[src/rtl/cpu_pkg.sv]
// Shared definitions for the front end of the CPU.
//   XLEN             : datapath / address width
//   NOP_INST         : canonical no-op (addi x0,x0,0)
//   RESET_PC_DEFAULT : default program counter after reset
//   INST_BYTES       : size of one instruction word in bytes
//   fetch_state_t    : instruction fetch controller states
package cpu_pkg;

    localparam int              XLEN             = 32;
    localparam logic [XLEN-1:0] NOP_INST         = 32'h0000_0013;
    localparam logic [XLEN-1:0] RESET_PC_DEFAULT = 32'h0000_0000;
    localparam logic [XLEN-1:0] INST_BYTES       = 32'd4;

    typedef enum logic [1:0] {
        IDLE  = 2'd0,
        REQ   = 2'd1,
        WAIT  = 2'd2,
        FAULT = 2'd3
    } fetch_state_t;

endpackage

[src/rtl/fetch_out_buf.sv]
// Single-entry output register between fetch and decode.
// Holds the instruction word, its PC and the qualifying enable.
// Ports:
//   clk, rst_n    : clock, asynchronous active-low reset
//   i_load        : capture i_load_code / i_load_pc and raise o_en
//   i_load_code   : instruction word to capture
//   i_load_pc     : PC of the captured word
//   i_consume     : decoder takes the current word this cycle
//   i_flush       : drop the current word (o_en low, code back to NOP)
//   i_trap_load   : with i_flush, record i_trap_pc in o_pc for trap reporting
//   i_trap_pc     : faulting PC
//   o_en          : o_code / o_pc valid
//   o_code        : instruction to decoder (NOP whenever o_en is low)
//   o_pc          : PC of o_code
module fetch_out_buf #(
    parameter logic [cpu_pkg::XLEN-1:0] RESET_PC = cpu_pkg::RESET_PC_DEFAULT,
    parameter logic [cpu_pkg::XLEN-1:0] NOP_INST = cpu_pkg::NOP_INST
) (
    input  logic                     clk,
    input  logic                     rst_n,
    input  logic                     i_load,
    input  logic [cpu_pkg::XLEN-1:0] i_load_code,
    input  logic [cpu_pkg::XLEN-1:0] i_load_pc,
    input  logic                     i_consume,
    input  logic                     i_flush,
    input  logic                     i_trap_load,
    input  logic [cpu_pkg::XLEN-1:0] i_trap_pc,
    output logic                     o_en,
    output logic [cpu_pkg::XLEN-1:0] o_code,
    output logic [cpu_pkg::XLEN-1:0] o_pc
);

    logic                     r_en;
    logic [cpu_pkg::XLEN-1:0] r_code;
    logic [cpu_pkg::XLEN-1:0] r_pc;

    // Flush beats load beats consume. A held word keeps code and PC stable.
    always_ff @(posedge clk or negedge rst_n) begin
        if (!rst_n) begin
            r_en   <= 1'b0;
            r_code <= NOP_INST;
            r_pc   <= RESET_PC;
        end else if (i_flush) begin
            r_en   <= 1'b0;
            r_code <= NOP_INST;
            if (i_trap_load) begin
                r_pc <= i_trap_pc;
            end
        end else if (i_load) begin
            r_en   <= 1'b1;
            r_code <= i_load_code;
            r_pc   <= i_load_pc;
        end else if (i_consume && r_en) begin
            r_en   <= 1'b0;
            r_code <= NOP_INST;
        end
    end

    assign o_en   = r_en;
    assign o_code = r_code;
    assign o_pc   = r_pc;

endmodule

[src/rtl/instruction_fetch.sv]
// Instruction fetch stage: owns the PC, fetches one word at a time from
// instruction memory and hands it to the decoder through fetch_out_buf.
// Branch redirects from execute replace the PC and squash wrong-path fetches.
//
// Handshakes: a request transfers on a cycle where imem_req_valid and
// imem_req_ready are both high; exactly one response (imem_rsp_valid)
// returns per transferred request, in order. The decoder takes the word
// on any cycle where en and dec_ready are both high.
//
// Build option: FETCH_MISALIGN_CHECK_EN
//   defined   - a redirect to a non word-aligned target faults and reports
//               the target on inst_pc
//   undefined - the low two bits of the redirect target are cleared
//
// Ports:
//   clk, rst_n          : clock, asynchronous active-low reset
//   imem_req_valid/ready: fetch request handshake
//   imem_req_addr       : fetch address (always the current PC)
//   imem_rsp_valid/data/err : fetch response
//   dec_ready           : decoder consumes the presented word
//   redirect_valid/pc   : taken branch / jump target
//   en, instruction_code, inst_pc : word presented to the decoder
//   fetch_fault         : sticky bus error / misalign flag
//   dbg_state           : current controller state (observation only)
module instruction_fetch #(
    parameter logic [cpu_pkg::XLEN-1:0] RESET_PC = cpu_pkg::RESET_PC_DEFAULT,
    parameter logic [cpu_pkg::XLEN-1:0] NOP_INST = cpu_pkg::NOP_INST
) (
    input  logic                     clk,
    input  logic                     rst_n,
    output logic                     imem_req_valid,
    input  logic                     imem_req_ready,
    output logic [cpu_pkg::XLEN-1:0] imem_req_addr,
    input  logic                     imem_rsp_valid,
    input  logic [cpu_pkg::XLEN-1:0] imem_rsp_data,
    input  logic                     imem_rsp_err,
    input  logic                     dec_ready,
    input  logic                     redirect_valid,
    input  logic [cpu_pkg::XLEN-1:0] redirect_pc,
    output logic                     en,
    output logic [cpu_pkg::XLEN-1:0] instruction_code,
    output logic [cpu_pkg::XLEN-1:0] inst_pc,
    output logic                     fetch_fault,
    output logic [1:0]               dbg_state
);

    import cpu_pkg::XLEN;
    import cpu_pkg::INST_BYTES;
    import cpu_pkg::fetch_state_t;
    import cpu_pkg::IDLE;
    import cpu_pkg::REQ;
    import cpu_pkg::WAIT;
    import cpu_pkg::FAULT;

    localparam logic [XLEN-1:0] PC_ALIGN_MASK = ~32'h0000_0003;

    fetch_state_t    r_state;
    logic [XLEN-1:0] r_pc;
    logic            r_drop;   // the outstanding request is wrong-path
    logic            r_fault;

    logic            w_en;
    logic            w_slot_free;
    logic            w_hs;
    logic            w_rsp_wait;
    logic            w_rsp_good;
    logic            w_rsp_err;
    logic            w_pending;
    logic            w_misalign;
    logic            w_load;
    logic            w_flush;
    logic [XLEN-1:0] w_redirect_target;

    // Only request when the output slot can take the word, so a returning
    // response never has to be stalled.
    assign w_slot_free    = !w_en || dec_ready;
    assign imem_req_valid = (r_state == REQ) && w_slot_free;
    assign imem_req_addr  = r_pc;
    assign w_hs           = imem_req_valid && imem_req_ready;

    assign w_rsp_wait = (r_state == WAIT) && imem_rsp_valid;
    assign w_rsp_good = w_rsp_wait && !r_drop && !imem_rsp_err;
    assign w_rsp_err  = w_rsp_wait && !r_drop && imem_rsp_err;

    // After a redirect, is a wrong-path response still on its way?
    // Either a request transfers this cycle, or we were already waiting and
    // the response does not arrive this cycle (a same-cycle response is
    // simply discarded).
    assign w_pending = ((r_state == REQ)   && w_hs) ||
                       ((r_state == WAIT)  && !imem_rsp_valid) ||
                       ((r_state == FAULT) && r_drop && !imem_rsp_valid);

`ifdef FETCH_MISALIGN_CHECK_EN
    assign w_misalign        = redirect_valid && (redirect_pc[1:0] != 2'b00);
    assign w_redirect_target = redirect_pc;
`else
    assign w_misalign        = 1'b0;
    assign w_redirect_target = redirect_pc & PC_ALIGN_MASK;
`endif

    assign w_load  = !redirect_valid && w_rsp_good;
    assign w_flush = redirect_valid || w_rsp_err;

    always_ff @(posedge clk or negedge rst_n) begin
        if (!rst_n) begin
            r_state <= IDLE;
            r_pc    <= RESET_PC;
            r_drop  <= 1'b0;
            r_fault <= 1'b0;
        end else if (redirect_valid) begin
            r_pc    <= w_redirect_target;
            r_drop  <= w_pending;
            r_fault <= w_misalign;
            if (w_misalign) begin
                r_state <= FAULT;
            end else if (w_pending) begin
                r_state <= WAIT;
            end else begin
                r_state <= REQ;
            end
        end else begin
            case (r_state)
                IDLE: r_state <= REQ;
                REQ: begin
                    if (w_hs) begin
                        r_state <= WAIT;
                    end
                end
                WAIT: begin
                    if (imem_rsp_valid) begin
                        if (r_drop) begin
                            r_drop  <= 1'b0;
                            r_state <= REQ;
                        end else if (imem_rsp_err) begin
                            r_fault <= 1'b1;
                            r_state <= FAULT;
                        end else begin
                            r_pc    <= r_pc + INST_BYTES;
                            r_state <= REQ;
                        end
                    end
                end
                FAULT: begin
                    // A wrong-path response can only be pending here after a
                    // misaligned redirect; retire it so it is not mistaken
                    // for the next fetch.
                    if (imem_rsp_valid && r_drop) begin
                        r_drop <= 1'b0;
                    end
                end
                default: r_state <= IDLE;
            endcase
        end
    end

    fetch_out_buf #(
        .RESET_PC (RESET_PC),
        .NOP_INST (NOP_INST)
    ) u_out_buf (
        .clk         (clk),
        .rst_n       (rst_n),
        .i_load      (w_load),
        .i_load_code (imem_rsp_data),
        .i_load_pc   (r_pc),
        .i_consume   (dec_ready),
        .i_flush     (w_flush),
        .i_trap_load (w_misalign),
        .i_trap_pc   (redirect_pc),
        .o_en        (w_en),
        .o_code      (instruction_code),
        .o_pc        (inst_pc)
    );

    assign en          = w_en;
    assign fetch_fault = r_fault;
    assign dbg_state   = r_state;

endmodule

[config.mk]
export PLATFORM = sky130hd
export DESIGN_NAME = instruction_fetch
export DESIGN_NICKNAME = d
export VERILOG_FILES = /design/src/rtl/cpu_pkg.sv /design/src/rtl/fetch_out_buf.sv /design/src/rtl/instruction_fetch.sv
export SDC_FILE = /design/constraint.sdc
export NUM_CORES = 1
export LEC_CHECK = 0
export CORE_ASPECT_RATIO = 0.5
export CORE_MARGIN = 2
export CORE_UTILIZATION = 44
export CTS_CLUSTER_SIZE = 25
export DETAILED_ROUTE_END_ITERATION = 7
export PLACE_DENSITY_LB_ADDON = 0.15
export SLEW_MARGIN = 20
export SYNTH_ARGS = -nofsm -noshare
export SYNTH_HDL_FRONTEND = slang
export SYNTH_SLANG_ARGS = --single-unit
[constraint.sdc]
create_clock -name clk -period 2.73 [get_ports clk]
set_input_delay 0.546 -clock clk [delete_from_list [all_inputs] [get_ports clk]]
set_output_delay 0.546 -clock clk [all_outputs]
set_load 0.02 [all_outputs]
# Word level (Yosys, flattened, before mapping)
# Cells that the tools add are included.
[totals] word_cells=78 reg_bits=101 in_bits=71 out_inout_bits=101
[op_classes] mux=27 bitwise=1 add_sub_neg=1 n_eq_ne=8 reduce_logical=34
[ops] cell="$mux W32" count=8
[ops] cell="$add A32 B3 Y32 const B" count=1
[ops] cell="$logic_and A1 B1 Y1" count=13
[ops] cell="$mux W2" count=6
[ops] cell="$mux W1" count=11
[ops] cell="$reduce_and A4 Y1" count=2
[ops] cell="$ne A3 B3 Y1 const B" count=2
[ops] cell="$pmux W2 S3" count=1
[ops] cell="$reduce_and A3 Y1" count=2
[ops] cell="$reduce_bool A2 Y1" count=3
[ops] cell="$reduce_bool A3 Y1" count=2
[ops] cell="$logic_not A1 Y1" count=5
[ops] cell="$eq A2 B2 Y1 const B" count=2
[ops] cell="$logic_or A1 B1 Y1" count=4
[ops] cell="$reduce_bool A4 Y1" count=1
[ops] cell="$ne A3 B2 Y1 const B" count=1
[ops] cell="$eq A2 B1 Y1 const B" count=1
[ops] cell="$logic_not A2 Y1" count=1
[ops] cell="$ne A2 B1 Y1 const B" count=1
[ops] cell="$ne A2 B2 Y1 const B" count=1
[ops] cell="$pmux W1 S2" count=1
[ops] cell="$reduce_and A2 Y1" count=1
[ops] cell="$not A1 Y1" count=1

# Depth between registers and ports, before layout
# Gate-level depths: netlist of run 1.
[depth] ltp_word=9 mapped_depth=9 depth_no_buf=6

# Modules after synthesis
# Synthesis of run 1 repeated with hierarchy kept, for this count alone.
[hier_totals] cells_unflattened=554 hier_area_um2=5495.3
[by_module_without_submodules] mod="fetch_out_buf" cells_per_inst=326 area_per_inst_um2=3354.5 seq_area_each_um2=1630.3 n_inst=1
[by_module_without_submodules] mod="instruction_fetch" cells_per_inst=228 area_per_inst_um2=2140.8 seq_area_each_um2=850.8 n_inst=1

# Worst setup path after synthesis of run 1
# No wires, ideal clock.
[synth_timing] path_type="reg2reg" startpoint="register r_state[0], in the netlist dbg_state[0]" endpoint="register r_pc[20], in the netlist imem_req_addr[20]" arrival_ns=2.343 n_path_buf=2 synth_period_minus_slack_ns=2.425 path_slack_ns=0.305 stages_incl_launch_ff=9 setup_ns=0.082 t_required_ns=2.648 cell_sequence="dfrtp_1 -> inv_1 -> ha_1 -> clkbuf_2 -> nand3b_4 -> or4_4 -> buf_6 -> or4_1 -> a31oi_1"
[synth_between] elab_chain_len=3
[synth_lines] element="start, declared" line="instruction_fetch.sv:57" text="fetch_state_t r_state;"
[synth_lines] element="start signal, assigned" line="instruction_fetch.sv:106" text="r_state <= IDLE;"
[synth_lines] element="start signal, assigned" line="instruction_fetch.sv:115" text="r_state <= FAULT;"
[synth_lines] element="start signal, assigned" line="instruction_fetch.sv:117" text="r_state <= WAIT;"
[synth_lines] element="$eq A2 B2 Y1" line="instruction_fetch.sv:122" text="case (r_state)"
[synth_lines] element="$reduce_bool A2 Y1 (no line)"
[synth_lines] element="$reduce_and A4 Y1 (no line)"
[synth_lines] element="end signal, assigned" line="instruction_fetch.sv:111" text="r_pc <= w_redirect_target;"
[synth_lines] element="end signal, assigned" line="instruction_fetch.sv:138" text="r_pc <= r_pc + INST_BYTES;"
[synth_lines] element="end, declared" line="instruction_fetch.sv:58" text="logic [XLEN-1:0] r_pc;"
# No other way between the ends.
# A chain may end at the register's enable or synchronous reset.

# Worst setup path in the final report of run 1
[layout_timing] startpoint="register r_state[0], in the netlist dbg_state[0]" endpoint="register r_pc[29], in the netlist imem_req_addr[29]"
# The elaborated chain is that of the path after synthesis.

==> results_dict.tcl, run 1 <==
set metrics [dict create \
    ant_nets 0 \
    power_density_mw_per_mm2 719 \
    grt_max_degree 55 \
    synth.distinct_cells 49 \
    grt_setup_unrepaired "no" \
    dr.first_iter.drc_count 178 \
    final_cells 754 \
    yosysTopAreaCell "dfrtp_1" \
    tns_ps 0 \
    clock_sinks 97 \
    async_flop_share_pct 100 \
    drive_above_1_share_pct 7.59 \
    r2r_setup_slack_ps 170 \
    die_area_mm2 0.0110 \
    p_total_w 0.00474 \
    relSlewSlack_pct 51.1 \
    rr_endpoint "imem_req_addr[29]" \
    critPathMaxFanout 8 \
    synth.area.top_cells "dfrtp_1 (53%), nand2_1 (8.9%), a22o_1 (5.7%), or4_1 (3.0%), o21ai_0 (2.2%)" \
    grt-ovfl-total 0 \
    die_y_um 75.2 \
    coreArea_mm2 0.00967 \
    hold_path_class "in2async" \
    pre_cts_ws_ps -92.0 \
    portBuffers 165 \
    numCtsBuffers 9 \
    htreeDepth 3 \
    cts_tree "yes" \
    start_util_pct 46.2 \
    antennaDiodeCount 0 \
    gr-usage-met2_pct 36.5 \
    nets 691 \
    cts_resized 0 \
    synth.most_common_cell "nand2_1" \
    ir_drop_mv 0.483 \
    nFillCells 795 \
    synthCells 450 \
    placementRows 25 \
    grt_busiest_layer "met2" \
    clk_latency_ps 340 \
    grt_use_met3_pct 5.82 \
    antenna_found_initial 0 \
    power.static_leakage_nw 2.84 \
    post-route-min-period_ps 2560 \
    finalWorstSetupSlack_ps 174 \
    gp_congestion 0.850 \
    synth_edf_count 0 \
    syn-cell-area_mm2 0.00446 \
    cp.required_ps 2990 \
    synth_seq_area_share_pct 54.5 \
    route.vias.total 4065 \
    synth-seq-cells 97 \
    r2r_start "dbg_state[0]" \
    cp-start-kind "flip-flop" \
    synth_top_area_share_pct 52.7 \
    run_status "finished clean" \
    hold_ws_ps 134 \
    synth_area_per_cell_um2 9.92 \
    hpwl_um 8660 \
    crit_path_end "imem_req_addr[29]" \
    crit_start "dbg_state[0]" \
    grt_pass1_vias 3857 \
    worstSetupEndpointType "flip-flop" \
    setup_viol 0 \
    fin_skew_ps 6.93 \
    tightestPinTransition_ps 727 \
    vias_per_cell 5.39 \
    synth_commonest_cells "nand2_1 (106), dfrtp_1 (94), a22o_1 (29)" \
    postCtsSetupBuffers 0 \
    drc_errors 0 \
    firstDrtPassIters 4 \
    gr-usage-met1_pct 32.5 \
    r2r.worst_path.cells 8 \
    grt_first_pass_wirelength_um 19800 \
    fmax_mhz 391 \
    die_w_um 146 \
    track_usage_pct 23.1 \
    drv_cap 0 \
    syn_to_final_growth_pct 47.6 \
    timing_hold_violations_final 0 \
    io_pins 172 \
    arrival_ps 2810 \
    drv_slew 0 \
    worstSetupPathType "reg2reg" \
    synth.yosys.warnings 0 \
    wire_per_inst_um 16.6 \
    detail_route.wirelength_um 12500 \
    fin_crit_sh_pct 93.6 \
    cts-root-buf "clkbuf_16" \
    clk_path_buf_depth 2 \
    ys.flop_type "dfrtp_1" \
    cts_hold_buf 0 \
    place_inst 738 \
    cts.clk_slew.worst_paths_ps 70 \
]
area by class of cell:
class                      instances  area [um^2]  area share (%)
clock buffer                      11          243            3.68
clock inverter                     5         40.0           0.608
inverter                          10         37.5           0.570
multi-input combinational        314         1870            28.3
sequential                        97         2430            36.9
tap                              135          169            2.56
timing repair buffer             182         1800            27.3
sequential cells by signal, indices dropped and copies added, names as in the netlist:
register,count
u_out_buf.o_code,32
imem_req_addr,30
u_out_buf.o_pc,30
dbg_state,2
fetch_fault,1
r_drop,1
u_out_buf.o_en,1
per-layer routing:
metal,vias to the layer above,share of wire [%]
li1,1939,-
met1,1969,47
met2,146,46
met3,11,5.9
met4,0,0.90
met5,-,0
worst max-delay path, stage by stage (launching register included):
cell	delay, ps
dfrtp_1	450
inv_1	120
ha_1	360
nand4bb_1	180
buf_4	180
nor4_1	340
buf_4	190
or4bb_1	470
a31oi_1	180
metrics by stage:
step | utilization (%) | cell area, um^2
3_3_place_gp | 65.3 | 6310
3_5_place_dp | 65.3 | 6310
2_1_floorplan | - | 4480
4_1_cts | 68.2 | 6590
6_report | 68.2 | 6590
5_1_grt | 68.2 | 6590
worst min-delay path by stage:
stage	from	endpoint	slack, ps	cells after the start
6_report	rst_n	dbg_state[1]	130	1
5_1_grt	rst_n	imem_req_addr[6]	150	1
4_1_cts	rst_n	imem_req_addr[2]	140	1
3_5_place_dp	u_out_buf.o_pc[10]	u_out_buf.o_pc[10]	460	2
3_3_place_gp	u_out_buf.o_pc[8]	u_out_buf.o_pc[8]	460	2
2_1_floorplan	rst_n	dbg_state[0]	250	0
power by group:
group	switching [W]	internal (W)
Sequential	0.000211	0.00171
Combinational	0.000817	0.000793
Clock	0.000559	0.000648
Total	0.00159	0.00315
cell usage in the layout, fill, tap and decap left out, types with 9 or more instances in the layout:
cell,count
clkdlybuf4s50_1,164
nand2_1,106
dfrtp_1,94
a22o_1,29
o21ai_0,20
nor2_1,19
or4_1,18
buf_4,16
nand3_1,14
a31oi_1,14
inv_1,10
clkbuf_16,9
cell families (layout without fill, tap and decap cells):
logic type               count (synthesis)  count (layout)  synth area share (%)
AND/OR/NAND/NOR                        197             197                  21.7
buffers and inverters                   42             208                  4.06
other                                    1               4                0.0840
flip-flops                              97              97                  54.5
multiplexers                             4               4                 0.953
adder cells (fa/ha/maj)                  6               6                  1.68
XOR/XNOR                                 9               9                  1.77
AO/OA/AOI/OAI                           94              94                  15.2
Power figures use the tool's default switching activity.
==> run 2: changes to the inputs <==
CORE_ASPECT_RATIO = 1.25   (was 0.5)
==> run 2 against run 1 <==
  * Fmax hardly changed
  * Total power up 1.5%
  * Critical path depth unchanged
  * Clock skew grew 1.9 ps
  * Via count down 1.0%
  * Global-route usage up 0.065 points
  * Utilization is 2.1 points lower
  * Final area is 0.30% higher
  * Cell count decreased by 0.53%
  * Critical path type unchanged
  * Highest routed layer unchanged
==> results_dict.tcl, run 2 (same netlist as run 1, synthesis figures left out) <==
set metrics [dict create \
    grt_pass1_vias 3938 \
    place_inst 734 \
    worstSetupPathType "reg2reg" \
    wire_per_inst_um 16.4 \
    power_frac_clock_pct 26.2 \
    arrival_ps 2820 \
    cts-root-buf "clkbuf_16" \
    cts_tree "yes" \
    syn_to_final_growth_pct 48.1 \
    relSlewSlack_pct 30.5 \
    p_sw_share_pct 33.0 \
    hpwl_um 8970 \
    ir_drop_mv 0.406 \
    comb_power_share_pct 33.7 \
    clk_path_buf_depth 2 \
    nets 693 \
    seq_power_share_pct 40.1 \
    coreArea_mm2 0.0100 \
    ant_nets 0 \
    nFillCells 824 \
    multi_input_area_mm2 0.00187 \
    track_usage_pct 23.2 \
    detail_route.wirelength_um 12300 \
    die_y_um 117 \
    io_pins 172 \
    critPathMaxFanout 6 \
    setup_viol 0 \
    cts.clk_slew.worst_paths_ps 70 \
    gp_congestion 0.801 \
    pre_cts_ws_ps -101 \
    drc_errors 0 \
    final_cell_mix "clkdlybuf4s50_1 (164), nand2_1 (106), dfrtp_1 (94)" \
    antenna_found_initial 0 \
    fin_skew_ps 8.78 \
    drive_above_1_share_pct 7.89 \
    p_total_w 0.00481 \
    post-route-min-period_ps 2550 \
    tightestPinTransition_ps 1040 \
    placementRows 41 \
    p_int_w 0.00322 \
    die_w_um 94.1 \
    worstSetupEndpointType "flip-flop" \
    timing_hold_violations_final 0 \
    ff_latch_area_mm2 0.00243 \
    cts_hold_buf 0 \
    fmax_mhz 391 \
    grt_max_degree 59 \
    postCtsSetupBuffers 0 \
    largest_register_ffs 32 \
    antennaDiodeCount 0 \
    fin_crit_sh_pct 93.6 \
    run_status "finished clean" \
    htreeDepth 3 \
    netSwitchingPower_w 0.00159 \
    hold_path_class "in2async" \
    hold_ws_ps 178 \
    finalWorstSetupSlack_ps 176 \
    cp.required_ps 3000 \
    drv_cap 0 \
    power.static_leakage_nw 2.85 \
    grt_setup_unrepaired "no" \
    portBuffers 165 \
    cts_resized 0 \
    power_density_mw_per_mm2 727 \
    route.vias.total 4024 \
    clock_sinks 97 \
    vias_per_cell 5.37 \
    final_cells 750 \
    cp-start-kind "flip-flop" \
    grt_first_pass_wirelength_um 20000 \
    numCtsBuffers 9 \
    drv_slew 0 \
    final_common_cell "clkdlybuf4s50_1" \
    die_area_mm2 0.0110 \
    dr.first_iter.drc_count 211 \
    start_util_pct 44.6 \
    firstDrtPassIters 4 \
    grt-ovfl-total 0 \
    clk_latency_ps 340 \
]
-- run 2: power by group through the flow --
stage               clock (W)  combinational [W]  sequential [W]
global placement            0            0.00159         0.00194
finish                0.00126            0.00162         0.00193
floorplan                   0           0.000464         0.00225
CTS                   0.00127            0.00164         0.00193
global route          0.00133            0.00176         0.00198
detailed placement          0            0.00163         0.00196
-- run 2: worst paths after layout --
kind	startpoint	endpoint	slack (ps)	cells after the start
worst max-delay path	dbg_state[0]	imem_req_addr[27]	180	8
worst min-delay path	rst_n	u_out_buf.o_code[14]	180	1
worst max register to register	dbg_state[0]	imem_req_addr[27]	180	8
worst min register to register	u_out_buf.o_pc[25]	u_out_buf.o_pc[25]	480	2
max in group asynchronous	rst_n	u_out_buf.o_code[23]	1850	2
min in group clk	u_out_buf.o_pc[25]	u_out_buf.o_pc[25]	480	2
-- run 2: cell type report --
class / instances / area share (%)
timing repair buffer: 184 / 27.5
inverter: 10 / 0.568
clock buffer: 10 / 3.46
clock inverter: 6 / 1.00
multi-input combinational: 314 / 28.3
sequential: 97 / 36.8
tap: 129 / 2.44
-- run 2: worst max-delay path, stage by stage, from the launching register on --
cell and delay, ps:
dfrtp_1 440, inv_1 120, ha_1 310, nand4bb_1 230
buf_4 200, nor4_1 340, buf_4 190, or4bb_1 480
a31oi_1 170
-- run 2: per-layer routing --
| metal | up-vias | part of all wire [%] | GRT usage (%) |
|---|---|---|---|
| met5 | - | 0 | 0 |
| met4 | 0 | 1.6 | 7.83 |
| met3 | 16 | 6.6 | 4.06 |
| met2 | 142 | 49 | 38.5 |
| met1 | 1936 | 43 | 30.9 |
| li1 | 1930 | - | - |
-- run 2: through the flow --
step	util (%)	area [um^2]	TNS, ps
floorplan	-	4480	0
CTS	66.1	6610	0
global placement	63.1	6310	-122
detailed placement	63.1	6310	-647
global route	66.1	6610	0
finish	66.1	6610	0
==> run 3: changes to the inputs <==
CORE_MARGIN = not set   (was 2)
==> run 3 against run 2 <==
  * Global-route usage rose by 1.6 points
  * Worst hold slack improved by 30 ps
  * Utilization rose by 1.6 points
  * Non-clock buffer count fell by 5
==> results_dict.tcl, run 3 (same netlist as run 1, synthesis figures left out) <==
set metrics [dict create \
    run_status "finished clean" \
    antenna_found_initial 0 \
    vias_per_cell 5.40 \
    critical_path.top_delay_family "simple AND/OR/NAND/NOR gates" \
    clk_path_buf_depth 2 \
    crit_start "dbg_state[0]" \
    grt_max_degree 55 \
    cp_cell_sequence "inv_1 > ha_1 > nand4bb_1 > or4_1 > or4_1 > a31oi_1" \
    final_common_cell "clkdlybuf4s50_1" \
    r2r_setup_slack_ps 110 \
    grt-ovfl-total 0 \
    slowest_delay_ps 740 \
    fin_crit_sh_pct 95.9 \
    drc_errors 0 \
    cts-root-buf "clkbuf_16" \
    start_util_pct 45.7 \
    ir_drop_mv 0.462 \
    io_pins 172 \
    placementRows 40 \
    ant_nets 0 \
    drive_above_1_share_pct 7.31 \
    die_y_um 115 \
    coreArea_mm2 0.00976 \
    power_density_mw_per_mm2 746 \
    drv_cap 0 \
    largest_register_ffs 32 \
    slowest_stage "or4_1" \
    numCtsBuffers 9 \
    clock_sinks 97 \
    tightestPinTransition_ps 597 \
    relSlewSlack_pct 59.8 \
    gp_congestion 0.799 \
    detail_route.wirelength_um 12400 \
    cp-start-kind "flip-flop" \
    route.vias.total 4005 \
    cts_tree "yes" \
    place_area_mm2 0.00627 \
    wire_per_inst_um 16.6 \
    cts_resized 0 \
    grt_setup_unrepaired "no" \
    grt_pass1_vias 4084 \
    dr.first_iter.drc_count 161 \
    finalWorstSetupSlack_ps 111 \
    die_area_mm2 0.0106 \
    final_cell_mix "clkdlybuf4s50_1 (164), nand2_1 (106), dfrtp_1 (94)" \
    hold_path_class "in2async" \
    timing_hold_violations_final 0 \
    cp.required_ps 2990 \
    fin_skew_ps 6.37 \
    nets 688 \
    track_usage_pct 24.8 \
    portBuffers 165 \
    fmax_mhz 382 \
    postLayoutCellArea_mm2 0.00661 \
    drv_slew 0 \
    clk_latency_ps 340 \
    hpwl_um 8760 \
    die_w_um 92.1 \
    firstDrtPassIters 4 \
    cts.clk_slew.worst_paths_ps 70 \
    syn_to_final_growth_pct 48.0 \
    postCtsSetupBuffers 0 \
    antennaDiodeCount 0 \
    post-route-min-period_ps 2620 \
    final_cells 742 \
    netSwitchingPower_w 0.00157 \
    seq_power_share_pct 39.2 \
    cts_hold_buf 0 \
    r2r_start "dbg_state[0]" \
    power_frac_clock_pct 28.2 \
    worstSetupPathType "reg2reg" \
    power.static_leakage_nw 2.86 \
    path_buf_inv 1 \
    hold_ws_ps 208 \
    htreeDepth 3 \
    arrival_ps 2880 \
    worstSetupEndpointType "flip-flop" \
    critPathMaxFanout 8 \
    cpMostUsedCell "or4_1" \
    pre_cts_ws_ps -34.6 \
    grt_first_pass_wirelength_um 20400 \
    place_inst 726 \
    tns_ps 0 \
    setup_viol 0 \
    comb_power_share_pct 32.6 \
    p_sw_share_pct 31.9 \
    p_int_w 0.00336 \
]
-- run 3: worst paths after layout --
check | cells past startpoint | end
min reg2reg | 2 | u_out_buf.o_pc[10]
min in group clk | 2 | u_out_buf.o_pc[10]
max reg2reg | 6 | imem_req_addr[23]
max | 6 | imem_req_addr[23]
max in group asynchronous | 2 | u_out_buf.o_code[0]
min | 1 | u_out_buf.o_code[3]
-- run 3: final cells by class --
class | instances | area [um^2]
multi-input cells | 314 | 1870
repair buffers | 179 | 1780
flip-flops and latches | 97 | 2430
inverters | 10 | 37.5
well taps | 126 | 158
clock inverters | 4 | 73.8
clock buffers | 12 | 256
fillers | 806 | 3150
-- run 3: power groups by stage --
stage | logic [W] | registers, W | clock network (W)
floorplan | 0.000464 | 0.00225 | 0
global placement | 0.00158 | 0.00194 | 0
finish | 0.00161 | 0.00193 | 0.00139
detailed placement | 0.00162 | 0.00196 | 0
CTS | 0.00163 | 0.00193 | 0.00141
global route | 0.00174 | 0.00196 | 0.00148
-- run 3: metal layers --
layer	up-vias	global-route usage, %	share of wire [%]
met5	-	0	0
met1	1944	31.9	43
met2	128	41.7	50
met4	0	8.85	1.5
li1	1921	-	-
met3	12	4.85	5.8
-- run 3: per-stage QoR --
stage	total power [W]	util [%]
detailed placement	0.00357	64.3
global placement	0.00352	64.3
floorplan	0.00272	-
global route	0.00518	67.7
finish	0.00493	67.7
CTS	0.00497	67.7
